==> src/rtl/lighting_pkg.sv <==
// Shared types, default parameters and helpers for the multi-zone lighting controller.
package lighting_pkg;

    typedef enum logic [2:0] {
        AUTO_OFF  = 3'd0,
        AUTO_ON   = 3'd1,
        AUTO_WARN = 3'd2,
        MAN_ON    = 3'd3,
        MAN_OFF   = 3'd4
    } zone_state_t;

    localparam int unsigned N_ZONES_DEF      = 4;
    localparam int unsigned DEBOUNCE_CYC_DEF = 16;
    localparam int unsigned HOLD_CYC_DEF     = 3000;
    localparam int unsigned WARN_CYC_DEF     = 500;
    localparam int unsigned PWM_W_DEF        = 4;
    localparam int unsigned DIM_DUTY_DEF     = 4;

    // Bits needed for a hold timer that counts down from hold_cyc to 0
    function automatic int unsigned timer_width(input int unsigned hold_cyc);
        return 32'($clog2(hold_cyc + 1));
    endfunction

endpackage

==> src/rtl/btn_debounce.sv <==
// Button synchroniser and debouncer; emits a one-cycle pulse on a debounced rising edge.
module btn_debounce #(
    parameter int unsigned DEBOUNCE_CYC = 16
) (
    input  logic clk,
    input  logic rst,
    input  logic btn_i,
    output logic press_o
);

    localparam int unsigned CNT_W = $clog2(DEBOUNCE_CYC + 1);

    logic             sync1_q;
    logic             sync2_q;
    logic             level_q;
    logic             level_d;
    logic             press_q;
    logic             press_d;
    logic [CNT_W-1:0] cnt_q;
    logic [CNT_W-1:0] cnt_d;

    // Two-flop synchroniser; reset high so a button held through reset looks stable
    always_ff @(posedge clk) begin
        if (rst) begin
            sync1_q <= 1'b1;
            sync2_q <= 1'b1;
        end else begin
            sync1_q <= btn_i;
            sync2_q <= sync1_q;
        end
    end

    // Count cycles of disagreement; accept the new level after DEBOUNCE_CYC of them
    always_comb begin
        cnt_d   = '0;
        level_d = level_q;
        press_d = 1'b0;
        if (sync2_q != level_q) begin
            if (cnt_q == CNT_W'(DEBOUNCE_CYC - 1)) begin
                level_d = sync2_q;
                press_d = sync2_q;
            end else begin
                cnt_d = cnt_q + CNT_W'(1);
            end
        end
    end

    // Debounce state; debounced level starts high so no press fires until a release is seen
    always_ff @(posedge clk) begin
        if (rst) begin
            cnt_q   <= '0;
            level_q <= 1'b1;
            press_q <= 1'b0;
        end else begin
            cnt_q   <= cnt_d;
            level_q <= level_d;
            press_q <= press_d;
        end
    end

    assign press_o = press_q;

endmodule

==> src/rtl/lighting_zone_ctrl.sv <==
// Multi-zone lighting controller: per-zone auto/manual FSM with hold timer and dimmed warning.
module lighting_zone_ctrl
    import lighting_pkg::*;
#(
    parameter int unsigned N_ZONES      = N_ZONES_DEF,
    parameter int unsigned DEBOUNCE_CYC = DEBOUNCE_CYC_DEF,
    parameter int unsigned HOLD_CYC     = HOLD_CYC_DEF,
    parameter int unsigned WARN_CYC     = WARN_CYC_DEF,
    parameter int unsigned PWM_W        = PWM_W_DEF,
    parameter int unsigned DIM_DUTY     = DIM_DUTY_DEF
) (
    input  logic               clk,
    input  logic               rst,
    input  logic [N_ZONES-1:0] push_button,
    input  logic [N_ZONES-1:0] infravermelho,
    output logic [N_ZONES-1:0] led,
    output logic [N_ZONES-1:0] saida,
    output logic               any_on
);

    localparam int unsigned TMR_W = timer_width(HOLD_CYC);

    if ((WARN_CYC == 0) || (WARN_CYC >= HOLD_CYC)) begin : g_bad_warn
        $error("lighting_zone_ctrl: WARN_CYC must satisfy 0 < WARN_CYC < HOLD_CYC");
    end
    if (DIM_DUTY >= (32'd1 << PWM_W)) begin : g_bad_duty
        $error("lighting_zone_ctrl: DIM_DUTY must be below 2**PWM_W");
    end

    logic [PWM_W-1:0] pwm_q;
    logic [PWM_W-1:0] pwm_d;
    logic             dim_on;
    logic             any_on_q;

    assign pwm_d  = pwm_q + PWM_W'(1);
    assign dim_on = (pwm_d < PWM_W'(DIM_DUTY));

    // Shared free-running dimming counter
    always_ff @(posedge clk) begin
        if (rst) begin
            pwm_q <= '0;
        end else begin
            pwm_q <= pwm_d;
        end
    end

    for (genvar z = 0; z < N_ZONES; z++) begin : g_zone
        logic             pir_s1_q;
        logic             pir_s2_q;
        logic             press;
        zone_state_t      state_q;
        zone_state_t      state_d;
        logic [TMR_W-1:0] timer_q;
        logic [TMR_W-1:0] timer_d;
        logic [TMR_W-1:0] timer_dec;
        logic             saida_q;
        logic             saida_d;
        logic             led_q;
        logic             led_d;

        btn_debounce #(
            .DEBOUNCE_CYC (DEBOUNCE_CYC)
        ) u_btn (
            .clk     (clk),
            .rst     (rst),
            .btn_i   (push_button[z]),
            .press_o (press)
        );

        // PIR synchroniser; motion is not debounced
        always_ff @(posedge clk) begin
            if (rst) begin
                pir_s1_q <= 1'b0;
                pir_s2_q <= 1'b0;
            end else begin
                pir_s1_q <= infravermelho[z];
                pir_s2_q <= pir_s1_q;
            end
        end

        assign timer_dec = (timer_q == '0) ? '0 : timer_q - TMR_W'(1);

        // Next state, hold timer and output decode; a press outranks PIR
        always_comb begin
            state_d = state_q;
            timer_d = '0;
            saida_d = 1'b0;
            led_d   = 1'b0;
            case (state_q)
                AUTO_OFF: begin
                    if (press) begin
                        state_d = MAN_ON;
                    end else if (pir_s2_q) begin
                        state_d = AUTO_ON;
                        timer_d = TMR_W'(HOLD_CYC);
                    end
                end
                AUTO_ON: begin
                    if (press) begin
                        state_d = MAN_ON;
                    end else if (pir_s2_q) begin
                        timer_d = TMR_W'(HOLD_CYC);
                    end else begin
                        timer_d = timer_dec;
                        if (timer_q == TMR_W'(WARN_CYC)) begin
                            state_d = AUTO_WARN;
                        end
                    end
                end
                AUTO_WARN: begin
                    if (press) begin
                        state_d = MAN_ON;
                    end else if (pir_s2_q) begin
                        state_d = AUTO_ON;
                        timer_d = TMR_W'(HOLD_CYC);
                    end else if (timer_q == '0) begin
                        state_d = AUTO_OFF;
                    end else begin
                        timer_d = timer_dec;
                    end
                end
                MAN_ON: begin
                    if (press) begin
                        state_d = MAN_OFF;
                    end
                end
                MAN_OFF: begin
                    if (press) begin
                        state_d = AUTO_OFF;
                    end
                end
                default: begin
                    state_d = AUTO_OFF;
                end
            endcase

            case (state_d)
                AUTO_ON, MAN_ON: saida_d = 1'b1;
                AUTO_WARN:       saida_d = dim_on;
                default:         saida_d = 1'b0;
            endcase
            led_d = (state_d == MAN_ON) || (state_d == MAN_OFF);
        end

        // Zone state, timer and registered lamp/indicator outputs
        always_ff @(posedge clk) begin
            if (rst) begin
                state_q <= AUTO_OFF;
                timer_q <= '0;
                saida_q <= 1'b0;
                led_q   <= 1'b0;
            end else begin
                state_q <= state_d;
                timer_q <= timer_d;
                saida_q <= saida_d;
                led_q   <= led_d;
            end
        end

        assign saida[z] = saida_q;
        assign led[z]   = led_q;
    end

    // Any-lamp-on summary, one cycle behind the lamp outputs
    always_ff @(posedge clk) begin
        if (rst) begin
            any_on_q <= 1'b0;
        end else begin
            any_on_q <= |saida;
        end
    end

    assign any_on = any_on_q;

endmodule

==> config.mk <==
export PLATFORM = sky130hd
export DESIGN_NAME = lighting_zone_ctrl
export DESIGN_NICKNAME = d
export VERILOG_FILES = /design/src/rtl/lighting_pkg.sv /design/src/rtl/btn_debounce.sv /design/src/rtl/lighting_zone_ctrl.sv
export SDC_FILE = /design/constraint.sdc
export NUM_CORES = 1
export LEC_CHECK = 0
export ABC_CLOCK_PERIOD_IN_PS = 2650
export CAP_MARGIN = 20
export CORE_MARGIN = 8
export CORE_UTILIZATION = 60
export DETAILED_ROUTE_END_ITERATION = 7
export DONT_BUFFER_PORTS = 1
export GPL_ROUTABILITY_DRIVEN = 0
export PLACE_DENSITY = 0.75
export SYNTH_ARGS = -nofsm -noshare
export SYNTH_HDL_FRONTEND = slang
export SYNTH_SLANG_ARGS = --single-unit
==> constraint.sdc <==
create_clock -name clk -period 2.65 [get_ports clk]
set_clock_uncertainty 0.2 [all_clocks]
set_input_delay 0.6625 -clock clk [delete_from_list [all_inputs] [get_ports clk]]
set_output_delay 0.6625 -clock clk [all_outputs]
set_load 0.01 [all_outputs]
Word level (Yosys, flattened, before mapping)
Cells that the tools add are included.

Register bits: 117. Logic and storage cells: 221.

Add/sub/neg operators: 9. Order comparisons: 1. Equal/unequal tests: 44. Muxes and demuxes: 84. Bitwise gates (word level): 8. Reduce and logical (&&, ||, !) cells: 29.

Operator list (number): 2-to-1 mux 12 bit (32); case mux 12 bit (3 select lines) (4); 2-to-1 mux 3 bit (40); case mux 3 bit (5 select lines) (4); equality test 12 x 9 -> 1 bit, second input constant (4); equality test 3 x 2 -> 1 bit, second input constant (16); logical NOT 12 bit (4); subtractor 12 x 1 -> 12 bit, second input constant (4); equality test 3 x 1 -> 1 bit, second input constant (8); equality test 3 bit, second input constant (8); OR reduction 3 bit (8); adder 5 x 1 -> 5 bit, second input constant (4); equality test 5 x 4 -> 1 bit, second input constant (4); logical NOT 3 bit (4); inverter 1 bit (8); case mux 1 bit (2 select lines) (4); AND reduction 2 bit (4); OR reduction 2 bit (4); adder 4 x 1 -> 4 bit, second input constant (1); logical OR 1 bit (4); less-than comparator 4 x 3 -> 1 bit, second input constant (1); inequality test 1 bit (4); OR reduction 4 bit (1).

Depth between registers and ports, before layout
Gate-level depths: netlist of the first run.

Word-level depth: 8. Gate-level depth with buffers: 7. Mapped depth without buffers: 7.

Modules after synthesis
A second synthesis of the first run with hierarchy kept.

Cell total of the unflattened synthesis: 550. Area, all modules: 5003.5 um^2.

By module, submodules not included: lighting_zone_ctrl (instances 1, cells each 434, area an instance 3717.3 um^2, sequential area each 1621.6 um^2); btn_debounce (instances 4, cells each 29, area an instance 321.6 um^2, sequential area each 180.2 um^2).

Least setup slack after synthesis of the first run
Ideal clock, no wire load.

Path kind: register to register. From: register g_zone[2].timer_q[0]. To: register g_zone[2].saida_q. Setup time: 0.123 ns. Data arrival time: 1.801 ns. Required time: 2.327 ns. Path slack: 0.526 ns. Stages on the path, launching flop included: 8. Cell sequence: dfxtp_1 -> inv_1 -> ha_1 -> or3b_2 -> or4_1 -> o21ai_0 -> a211oi_1 -> o21bai_1.

Longest elaborated chain between the ends: 8.

RTL lines: from (decl) (RTL line lighting_zone_ctrl.sv:53) `logic [TMR_W-1:0] timer_q;`; from (signal assigned) (RTL line lighting_zone_ctrl.sv:154) `timer_q <= timer_d;`; equality test 12 x 9 -> 1 bit or logical NOT 12 bit (tied branches) (RTL line lighting_zone_ctrl.sv:105, lighting_zone_ctrl.sv:116); 2-to-1 mux 3 bit (on tied branches) (RTL line lighting_zone_ctrl.sv:105, lighting_zone_ctrl.sv:116); 2-to-1 mux 3 bit (on tied branches) (RTL line lighting_zone_ctrl.sv:101, lighting_zone_ctrl.sv:113); 2-to-1 mux 3 bit (on tied branches) (RTL line lighting_zone_ctrl.sv:99, lighting_zone_ctrl.sv:111); case mux 3 bit (5 select lines) (*) (RTL line lighting_zone_ctrl.sv:89) `case (state_q)`; equality test 3 x 2 -> 1 bit or equality test 3 x 1 -> 1 bit (tied branches) (RTL line lighting_zone_ctrl.sv:137) `case (state_d)`; OR reduction 2 bit (RTL line lighting_zone_ctrl.sv:137); case mux 1 bit (2 select lines) (*) (RTL line lighting_zone_ctrl.sv:137); to (signal assigned) (RTL line lighting_zone_ctrl.sv:155) `saida_q <= saida_d;`; to (decl) (RTL line lighting_zone_ctrl.sv:56) `logic saida_q;`.

Mark *: on every way between the ends. The rest lies on a longest branch, timed or not. A chain may end at the register's enable or synchronous reset.

Final worst setup path of the first run
Same ends and word-level chain as after synthesis.

==> impl_metrics.ini, run 1 <==
[floorplanning]
start_util_pct = 61.6
row_count = 33
die_y_um = 108
io_pins = 19
fp.coreArea_um2 = 8180
die_w_um = 108
die_area_um2 = 11600

[route]
wl_per_cell_um = 13.6
ant_nets = 0
drtIter0Drc = 236
finalWirelength_um = 9080
drcViolationCount = 0
viasPerCell = 5.67
num_vias = 3785
drt-pass1-iter-count = 5

[synth]
synth_seq_cells = 117
syn-num-nets = 576
synthArstFlopShare_pct = 0
ys_warn_count = 0
yosys.area.top_type = dfxtp_1
synth_area_um2 = 5030
synth.distinct_cells = 53
synth.area.top_cells = dfxtp_1 47%, nor2_1 6.6%, xnor2_1 5.0%
avgSynthCellArea_um2 = 9.10
synth_flop_cell = dfxtp_1
synth_edf_count = 0
seq_area_frac_synth_pct = 46.5
syn_inst = 553
yosysTopAreaCellShare_pct = 46.5

[setup_path]
cp_cell_sequence = inv_1, ha_1, or3b_2, or4_1, o21ai_0, a211oi_1, o21bai_1
critPathCapture = g_zone[2].saida_q$_SDFF_PP0_
arrival_ps = 2450
r2r_cells = 7
cp.required_ps = 2830
cp_slowest_cell = or3b_2
timing.rr.start = g_zone[2].timer_q[0]$_SDFF_PP0_
critPathKind = flip-flop to flip-flop
start_kind = flip-flop
cp-end-kind = flip-flop
r2r-end = g_zone[2].saida_q$_SDFF_PP0_
crit_start = g_zone[2].timer_q[0]$_SDFF_PP0_
critPathMaxStageDelay_ps = 460
r2r_slack_ps = 390
path_max_fanout = 5

[clock_network]
cts-buffers-inserted = 17
cts_buffer_depth = 2
cts_tree = yes
clk_latency_ps = 500
cts-root-buf = clkbuf_8
clkSinkCount = 117
cts_setup_buffers = 0
cts.repair.resized = 0
cts_htree_levels = 4
path_clk_slew_ps = 50

[final_layout]
nets = 572
largest_reg_flops = 48
reg_top3 = g_zone.timer_q (48), g_zone.u_btn.cnt_q (20), g_zone.state_q (12)
area_growth_pct = 12.2
drive_above_1_share_pct = 9.25
antenna_cells = 0
utilization_pct = 69.1
top_register = g_zone.timer_q

[timing]
timing.final.crit_share_pct = 85.5
setup_viol_count_final = 0
holdWs_ps = 25.5
drv_slew = 0
fin_tns_setup_ps = 0
fin_crit_ps = 2260
max_freq_mhz = 442
finalHoldViolations = 0
max_slew_margin_pct = 63.2
tightest_slew_ps = 544
grt_setup_unrepaired = false

[worst_hold_path]
hold_path_class = input pin to flip-flop

[grt]
grt_max_degree = 56
grt_pass1_vias = 3719
grt_first_pass_wirelength_um = 15900
grt_antenna_before_repair = 0
grt.total_usage_pct = 16.8
gr-total-overflow = 0

[placement]
hpwl_um = 5990
io_buffers = 0

[run_status]
status = complete, no violations

[power]
power_density_nw_per_um2 = 800
p_leak_nw = 2.27
ir_worst_vdd_v = 0.000662

[flow_run]
drv_cap = 0
how the worst min path moves through the flow:
stage	startpoint	to	cells past startpoint
final	rst	g_zone[3].pir_s1_q$_SDFF_PP0_	1
after global placement	g_zone[1].u_btn.sync1_q$_SDFF_PP1_	g_zone[1].u_btn.sync2_q$_SDFF_PP1_	1
after CTS	rst	g_zone[3].pir_s1_q$_SDFF_PP0_	1
after global routing	rst	g_zone[2].pir_s1_q$_SDFF_PP0_	1
after floorplan	g_zone[0].u_btn.sync1_q$_SDFF_PP1_	g_zone[0].u_btn.sync2_q$_SDFF_PP1_	1
after detailed placement	g_zone[1].u_btn.sync1_q$_SDFF_PP1_	g_zone[1].u_btn.sync2_q$_SDFF_PP1_	1
report_power, final:
| part | total, mW | internal [mW] | switching (mW) |
|---|---|---|---|
| combinational | 0.399 | 0.188 | 0.211 |
| sequential | 1.88 | 1.81 | 0.0623 |
| clock | 2.24 | 1.50 | 0.741 |
| total | 4.51 | 3.50 | 1.01 |
placed cells by master, fill, tap and decap left out, drive strengths merged, types with 6 or more instances in the layout:
| cell | synthesis | routed |
|---|---|---|
| nand2 | 23 | 23 |
| nor4 | 12 | 12 |
| a21oi | 25 | 25 |
| inv | 23 | 23 |
| or2 | 10 | 10 |
| nand3 | 16 | 16 |
| nand4 | 8 | 8 |
| ha | 13 | 13 |
| or4 | 7 | 7 |
| nor3 | 16 | 16 |
| clkbuf | 12 | 23 |
| dfxtp | 117 | 117 |
| nor2 | 88 | 88 |
| or3 | 13 | 13 |
| o21ai | 12 | 12 |
| nor4bb | 6 | 6 |
| nor2b | 14 | 14 |
| xnor2 | 29 | 29 |
| o31ai | 6 | 6 |
| xor2 | 19 | 19 |
cell usage after synthesis (3+ instances only):
cell	instances
nor2b_1	14
nor2_1	88
xnor2_1	29
xor2_1	19
o41ai_1	5
or4_1	5
nand2_1	23
and3_1	5
a211o_1	4
o31ai_1	6
clkbuf_1	11
nor3_1	16
buf_4	9
buf_2	3
or2_2	10
nand3b_1	4
a21o_1	4
or3_1	12
a21boi_0	3
ha_1	13
nor4_2	4
nand2b_1	4
nor4bb_1	6
o21bai_1	4
mux2i_1	5
a21oi_1	25
nand4_1	8
a31oi_1	4
nor4_1	7
nand4b_1	5
o21ai_0	12
inv_1	23
dfxtp_1	117
o21a_1	4
nand3_1	16
critical path: cells and delay by family (launching register included):
kind            cells  cell delay [ps]
simple gates        2              900
flops               1              320
fa+ha+maj           1              210
compound gates      3              460
buf+inv             1               60
cells by family (layout without fill, tap and decap cells):
kind of cell | Yosys count | after routing | share of synthesized area [%]
AOI/OAI and AO/OA | 80 | 80 | 10.4
DFF | 117 | 117 | 46.5
and+or+nand+nor | 241 | 241 | 26.1
adders and majority gates | 13 | 13 | 3.23
xor gates and xnor gates | 48 | 48 | 8.35
buffers and inverters | 49 | 58 | 4.42
muxes | 5 | 5 | 0.994
layout make-up:
cell class / instances / area [um2]
Clock buffer: 23 / 467
Clock inverter: 9 / 125
Fill cell: 610 / 2530
Inverter: 23 / 86.3
Multi-Input combinational cell: 387 / 2470
Sequential cell: 117 / 2340
Tap cell: 105 / 131
Timing Repair Buffer: 3 / 25.0
per-stage QoR:
step	power (mW)	area [um2]	setup WS, ps	std cells
after CTS	4.56	5640	399	666
final	4.51	5650	386	667
after floorplan	2.24	5030	526	553
after global routing	4.71	5650	227	667
after global placement	2.29	5040	458	634
after detailed placement	2.30	5040	409	634
metal layers:
layer / vias to the layer above / share of wire [%] / GRT usage [%]
met1: 1751 / 48 / 20.2
met5: - / 0 / 0
met2: 98 / 46 / 26.5
met4: 0 / 1.9 / 7.53
li1: 1911 / - / -
met3: 25 / 4.7 / 5.51
what timing repair did:
action,4_1_cts,5_1_grt
hold endpoints to repair,0,1
hold buffers,0,1
setup endpoints to repair,0,0
Note: power is estimated with default switching activity, not from simulation.
==> run 2: changes to the inputs <==
--- a/config.mk
+++ b/config.mk
@@ -10,4 +10,5 @@
 export CORE_MARGIN = 8
 export CORE_UTILIZATION = 60
+export CTS_CLUSTER_SIZE = 16
 export DETAILED_ROUTE_END_ITERATION = 7
 export DONT_BUFFER_PORTS = 1
==> constraint.sdc (replaced) <==
create_clock -name clk -period 2.65 [get_ports clk]
set_clock_uncertainty 0.2 [all_clocks]
set_input_delay 0 -clock clk [delete_from_list [all_inputs] [get_ports clk]]
set_output_delay 0 -clock clk [all_outputs]
set_load 0.01 [all_outputs]
==> run 2 against run 1 <==
Against the previous run: setup slack worse by 5.9 ps; wire length grew 5.8%; die area unchanged; non-clock buffer count increased by 17; critical endpoint unchanged.
==> impl_metrics.ini, run 2 (synthesis gave the netlist of run 1 again) <==
[run_status]
status = complete, no violations

[clock_network]
clkSinkCount = 117
cts_buffer_depth = 2
cts-buffers-inserted = 17
cts_htree_levels = 4
clk_latency_ps = 500
cts_setup_buffers = 0
path_clk_slew_ps = 50
cts.repair.resized = 0
cts_tree = yes
cts-root-buf = clkbuf_8

[worst_hold_path]
min_from = g_zone[1].u_btn.sync1_q$_SDFF_PP1_
hold_path_end = g_zone[1].u_btn.sync2_q$_SDFF_PP1_
hold_path_class = flip-flop to flip-flop
hold_depth = 1

[final_layout]
area_growth_pct = 15.7
reg_top3 = g_zone.timer_q (48), g_zone.u_btn.cnt_q (20), g_zone.state_q (12)
top_register = g_zone.timer_q
nets = 589
largest_reg_flops = 48
drive_above_1_share_pct = 9.15
antenna_cells = 0
utilization_pct = 71.3
final_cell_mix = 117 x dfxtp_1, 88 x nor2_1, 29 x xnor2_1, 25 x a21oi_1
layout_commonest_cell = dfxtp_1

[setup_path]
critPathKind = flip-flop to flip-flop
critPathMaxStageDelay_ps = 460
cp.required_ps = 2830
path_buf_inv = 1
cp-end-kind = flip-flop
path_max_fanout = 5
arrival_ps = 2450
r2r-end = g_zone[2].saida_q$_SDFF_PP0_
r2r_cells = 7
path_delay_family = simple AND/OR/NAND/NOR gates
r2r_slack_ps = 380
cp_cell_sequence = inv_1, ha_1, or3b_2, or4_1, o21ai_0, a211oi_1, o21bai_1
cp_slowest_cell = or3b_2
start_kind = flip-flop
timing.rr.start = g_zone[2].timer_q[0]$_SDFF_PP0_

[floorplanning]
die_w_um = 108
start_util_pct = 61.6
die_area_um2 = 11600
io_pins = 19
die_y_um = 108
row_count = 33
fp.coreArea_um2 = 8180

[timing]
fin_crit_ps = 2270
finalHoldViolations = 0
worst_slack_ps = 380
max_freq_mhz = 440
timing.final.crit_share_pct = 85.7
setup_viol_count_final = 0
drv_slew = 0
max_slew_margin_pct = 61.4
tightest_slew_ps = 571
grt_setup_unrepaired = false
fin_tns_setup_ps = 0

[grt]
gr-total-overflow = 0
grt_antenna_before_repair = 0
grt_pass1_vias = 3812
grt.total_usage_pct = 17.7
grt_first_pass_wirelength_um = 16700
grt_max_degree = 56

[route]
wl_per_cell_um = 14.1
drtIter0Drc = 319
viasPerCell = 5.62
ant_nets = 0
finalWirelength_um = 9610
wl_met2_um = 4530
drt-pass1-iter-count = 5
drcViolationCount = 0
drt-met1-wl_um = 4480
num_vias = 3843
routed.top_layer = met4
met3_length_um = 439

[power]
ir_worst_vdd_v = 0.000622
power_density_nw_per_um2 = 783
p_leak_nw = 2.34

[flow_run]
drv_cap = 0

[placement]
place_ws_ps = 409
io_buffers = 0
hpwl_um = 5990
## run 2: changes by cell type in the layout (fill, tap and decap cells not counted)
cell,change
dlygate4sd3_1,+16
buf_12,+1
## run 2: per-stage QoR
stage / area, um2 / hold slack (ps) / power [mW] / cells
floorplan: 5030 / -96.2 / 2.24 / 553
global placement: 5040 / -123 / 2.29 / 634
detailed placement: 5040 / -121 / 2.30 / 634
CTS: 5830 / 210 / 4.59 / 684
global route: 5830 / 241 / 4.75 / 684
finish: 5830 / 220 / 4.56 / 684
## run 2: worst max path at each step
| stage | endpoint | slack (ps) | startpoint | cells after the start |
|---|---|---|---|---|
| floorplan | g_zone[2].saida_q$_SDFF_PP0_ | 530 | g_zone[2].timer_q[0]$_SDFF_PP0_ | 7 |
| global placement | g_zone[2].saida_q$_SDFF_PP0_ | 460 | g_zone[2].timer_q[0]$_SDFF_PP0_ | 7 |
| detailed placement | g_zone[2].saida_q$_SDFF_PP0_ | 410 | g_zone[2].timer_q[0]$_SDFF_PP0_ | 7 |
| CTS | g_zone[2].saida_q$_SDFF_PP0_ | 400 | g_zone[2].timer_q[0]$_SDFF_PP0_ | 7 |
| global route | g_zone[2].saida_q$_SDFF_PP0_ | 230 | g_zone[2].timer_q[0]$_SDFF_PP0_ | 6 |
| finish | g_zone[2].saida_q$_SDFF_PP0_ | 380 | g_zone[2].timer_q[0]$_SDFF_PP0_ | 7 |
## run 2: metal layers
metal	track usage (%)	vias up
li1	-	1946
met1	20.8	1787
met2	28.9	91
met3	5.75	19
met4	7.33	0
met5	0	-
## run 2: power by group
| group | internal, mW | switching, mW |
|---|---|---|
| Sequential | 1.81 | 0.0625 |
| Combinational | 0.206 | 0.228 |
| Clock | 1.50 | 0.751 |
## run 2: cell type report
cell class                      instances  area, um2
Clock buffer                           23        467
Clock inverter                          9        125
Fill cell                             582       2350
Inverter                               23       86.3
Multi-Input combinational cell        387       2470
Sequential cell                       117       2340
Tap cell                              105        131
Timing Repair Buffer                   20        205
## run 2: what timing repair did
action	in CTS	in global routing
hold buffers	18	0
hold endpoints to repair	117	0
endpoints found under the setup margin	0	0
==> run 3: changes to the inputs <==
CORE_UTILIZATION = 45   (was 60)
PLACE_DENSITY = 0.59   (was 0.75)
==> run 3 against run 2 <==
Against the previous run: wire length decreased by 3.1%; clock-buffer cell count shrank 1; design area is essentially flat; utilization shrank 18 points; via count shrank 2.1%; critical path type unchanged; critical endpoint is now g_zone[3].led_q$_SDFF_PP0_; largest power group unchanged.
==> impl_metrics.ini, run 3 (synthesis gave the netlist of run 1 again) <==
[run_status]
status = complete, no violations

[grt]
grt_max_degree = 56
grt.total_usage_pct = 13.6
grt_antenna_before_repair = 0
grt_first_pass_wirelength_um = 16200
gr-total-overflow = 0
grt_pass1_vias = 3623

[floorplanning]
io_pins = 19
die_y_um = 122
fp.coreArea_um2 = 10900
die_area_um2 = 14800
die_w_um = 122
row_count = 38
start_util_pct = 46.2

[final_layout]
layout_commonest_cell = dfxtp_1
top_register = g_zone.timer_q
antenna_cells = 0
area_growth_pct = 15.7
nets = 591
drive_above_1_share_pct = 9.64
largest_reg_flops = 48
reg_top3 = g_zone.timer_q (48), g_zone.u_btn.cnt_q (20), g_zone.state_q (12)
nFillCells = 985
utilization_pct = 53.5
final_cell_mix = 117 x dfxtp_1, 88 x nor2_1, 29 x xnor2_1, 25 x a21oi_1

[timing]
grt_setup_unrepaired = false
timing.final.crit_share_pct = 85.3
tightest_slew_ps = 633
max_slew_margin_pct = 57.4
fin_tns_setup_ps = 0
max_freq_mhz = 442
drv_slew = 0
setup_viol_count_final = 0
finalHoldViolations = 0
fin_crit_ps = 2260

[route]
finalWirelength_um = 9310
drtIter0Drc = 271
drt-met1-wl_um = 4390
drt-pass1-iter-count = 4
routed.top_layer = met4
ant_nets = 0
num_vias = 3762
drcViolationCount = 0
wl_met2_um = 4370
viasPerCell = 5.22
met3_length_um = 308
wl_per_cell_um = 12.9

[setup_path]
path_max_fanout = 5
arrival_ps = 2460
critPathKind = flip-flop to flip-flop
cp-end-kind = flip-flop
start_kind = flip-flop
cp.required_ps = 2850

[clock_network]
cts_buffer_depth = 2
cts_htree_levels = 4
cts_tree = yes
clkSinkCount = 117
clk_latency_ps = 520
path_clk_slew_ps = 50
cts-root-buf = clkbuf_8
cts.repair.resized = 0
cts-buffers-inserted = 17

[power]
ir_worst_vdd_v = 0.000543
p_leak_nw = 2.33
power_density_nw_per_um2 = 736

[flow_run]
drv_cap = 0

[placement]
hpwl_um = 6430
io_buffers = 0

[worst_hold_path]
hold_path_class = input pin to flip-flop
## run 3: final cells by class
type	count	area [um2]	area share, %
Inverter	23	86.3	1.48
Multi-Input combinational cell	387	2470	42.4
Timing Repair Buffer	22	223	3.82
Sequential cell	117	2340	40.2
Tap cell	140	175	3.01
Clock buffer	22	473	8.12
Clock inverter	10	55.1	0.945
## run 3: final timing paths
kind                                                    startpoint  cells past startpoint                                 end  slack (ps)
worst max-delay path               g_zone[3].timer_q[0]$_SDFF_PP0_                      6          g_zone[3].led_q$_SDFF_PP0_         390
worst min-delay path                                           rst                      3                 pwm_q[0]$_SDFF_PP0_         200
worst max register to register     g_zone[3].timer_q[0]$_SDFF_PP0_                      6          g_zone[3].led_q$_SDFF_PP0_         390
worst min register to register  g_zone[3].u_btn.sync1_q$_SDFF_PP1_                      1  g_zone[3].u_btn.sync2_q$_SDFF_PP1_         200
## run 3: layer usage
metal  vias up  global-route usage (%)
met4         0                    7.86
li1       1958                       -
met3        17                    4.30
met2        42                    21.3
met5         -                       0
met1      1745                    16.2
## run 3: metrics by stage
| step | total power [mW] | worst slack (ps) | cell area [um2] | cells | hold slack (ps) |
|---|---|---|---|---|---|
| finish | 4.29 | 388 | 5820 | 721 | 202 |
| global route | 4.50 | 193 | 5820 | 721 | 226 |
| global placement | 2.30 | 460 | 5100 | 670 | -121 |
| detailed placement | 2.31 | 404 | 5100 | 670 | -115 |
| CTS | 4.35 | 397 | 5820 | 721 | 185 |
| floorplan | 2.24 | 526 | 5030 | 553 | -96.2 |
## run 3: what timing repair did
action	CTS	global route
setup endpoints to repair	0	0
buffers inserted	0	0
endpoints found under the hold margin	117	0
hold buffers	19	0
## run 3: worst max-delay path, stage by stage, from the launching register on
cell,delay [ps]
dfxtp_1,330
inv_1,60
ha_1,230
nor4b_1,500
nand4b_1,240
a311oi_1,470
o21bai_1,110
## run 3: power by group
part | leakage (nW) | internal (mW) | switching, mW
clock | 0.266 | 1.23 | 0.750
combinational | 1.12 | 0.212 | 0.220
sequential | 0.951 | 1.81 | 0.0618
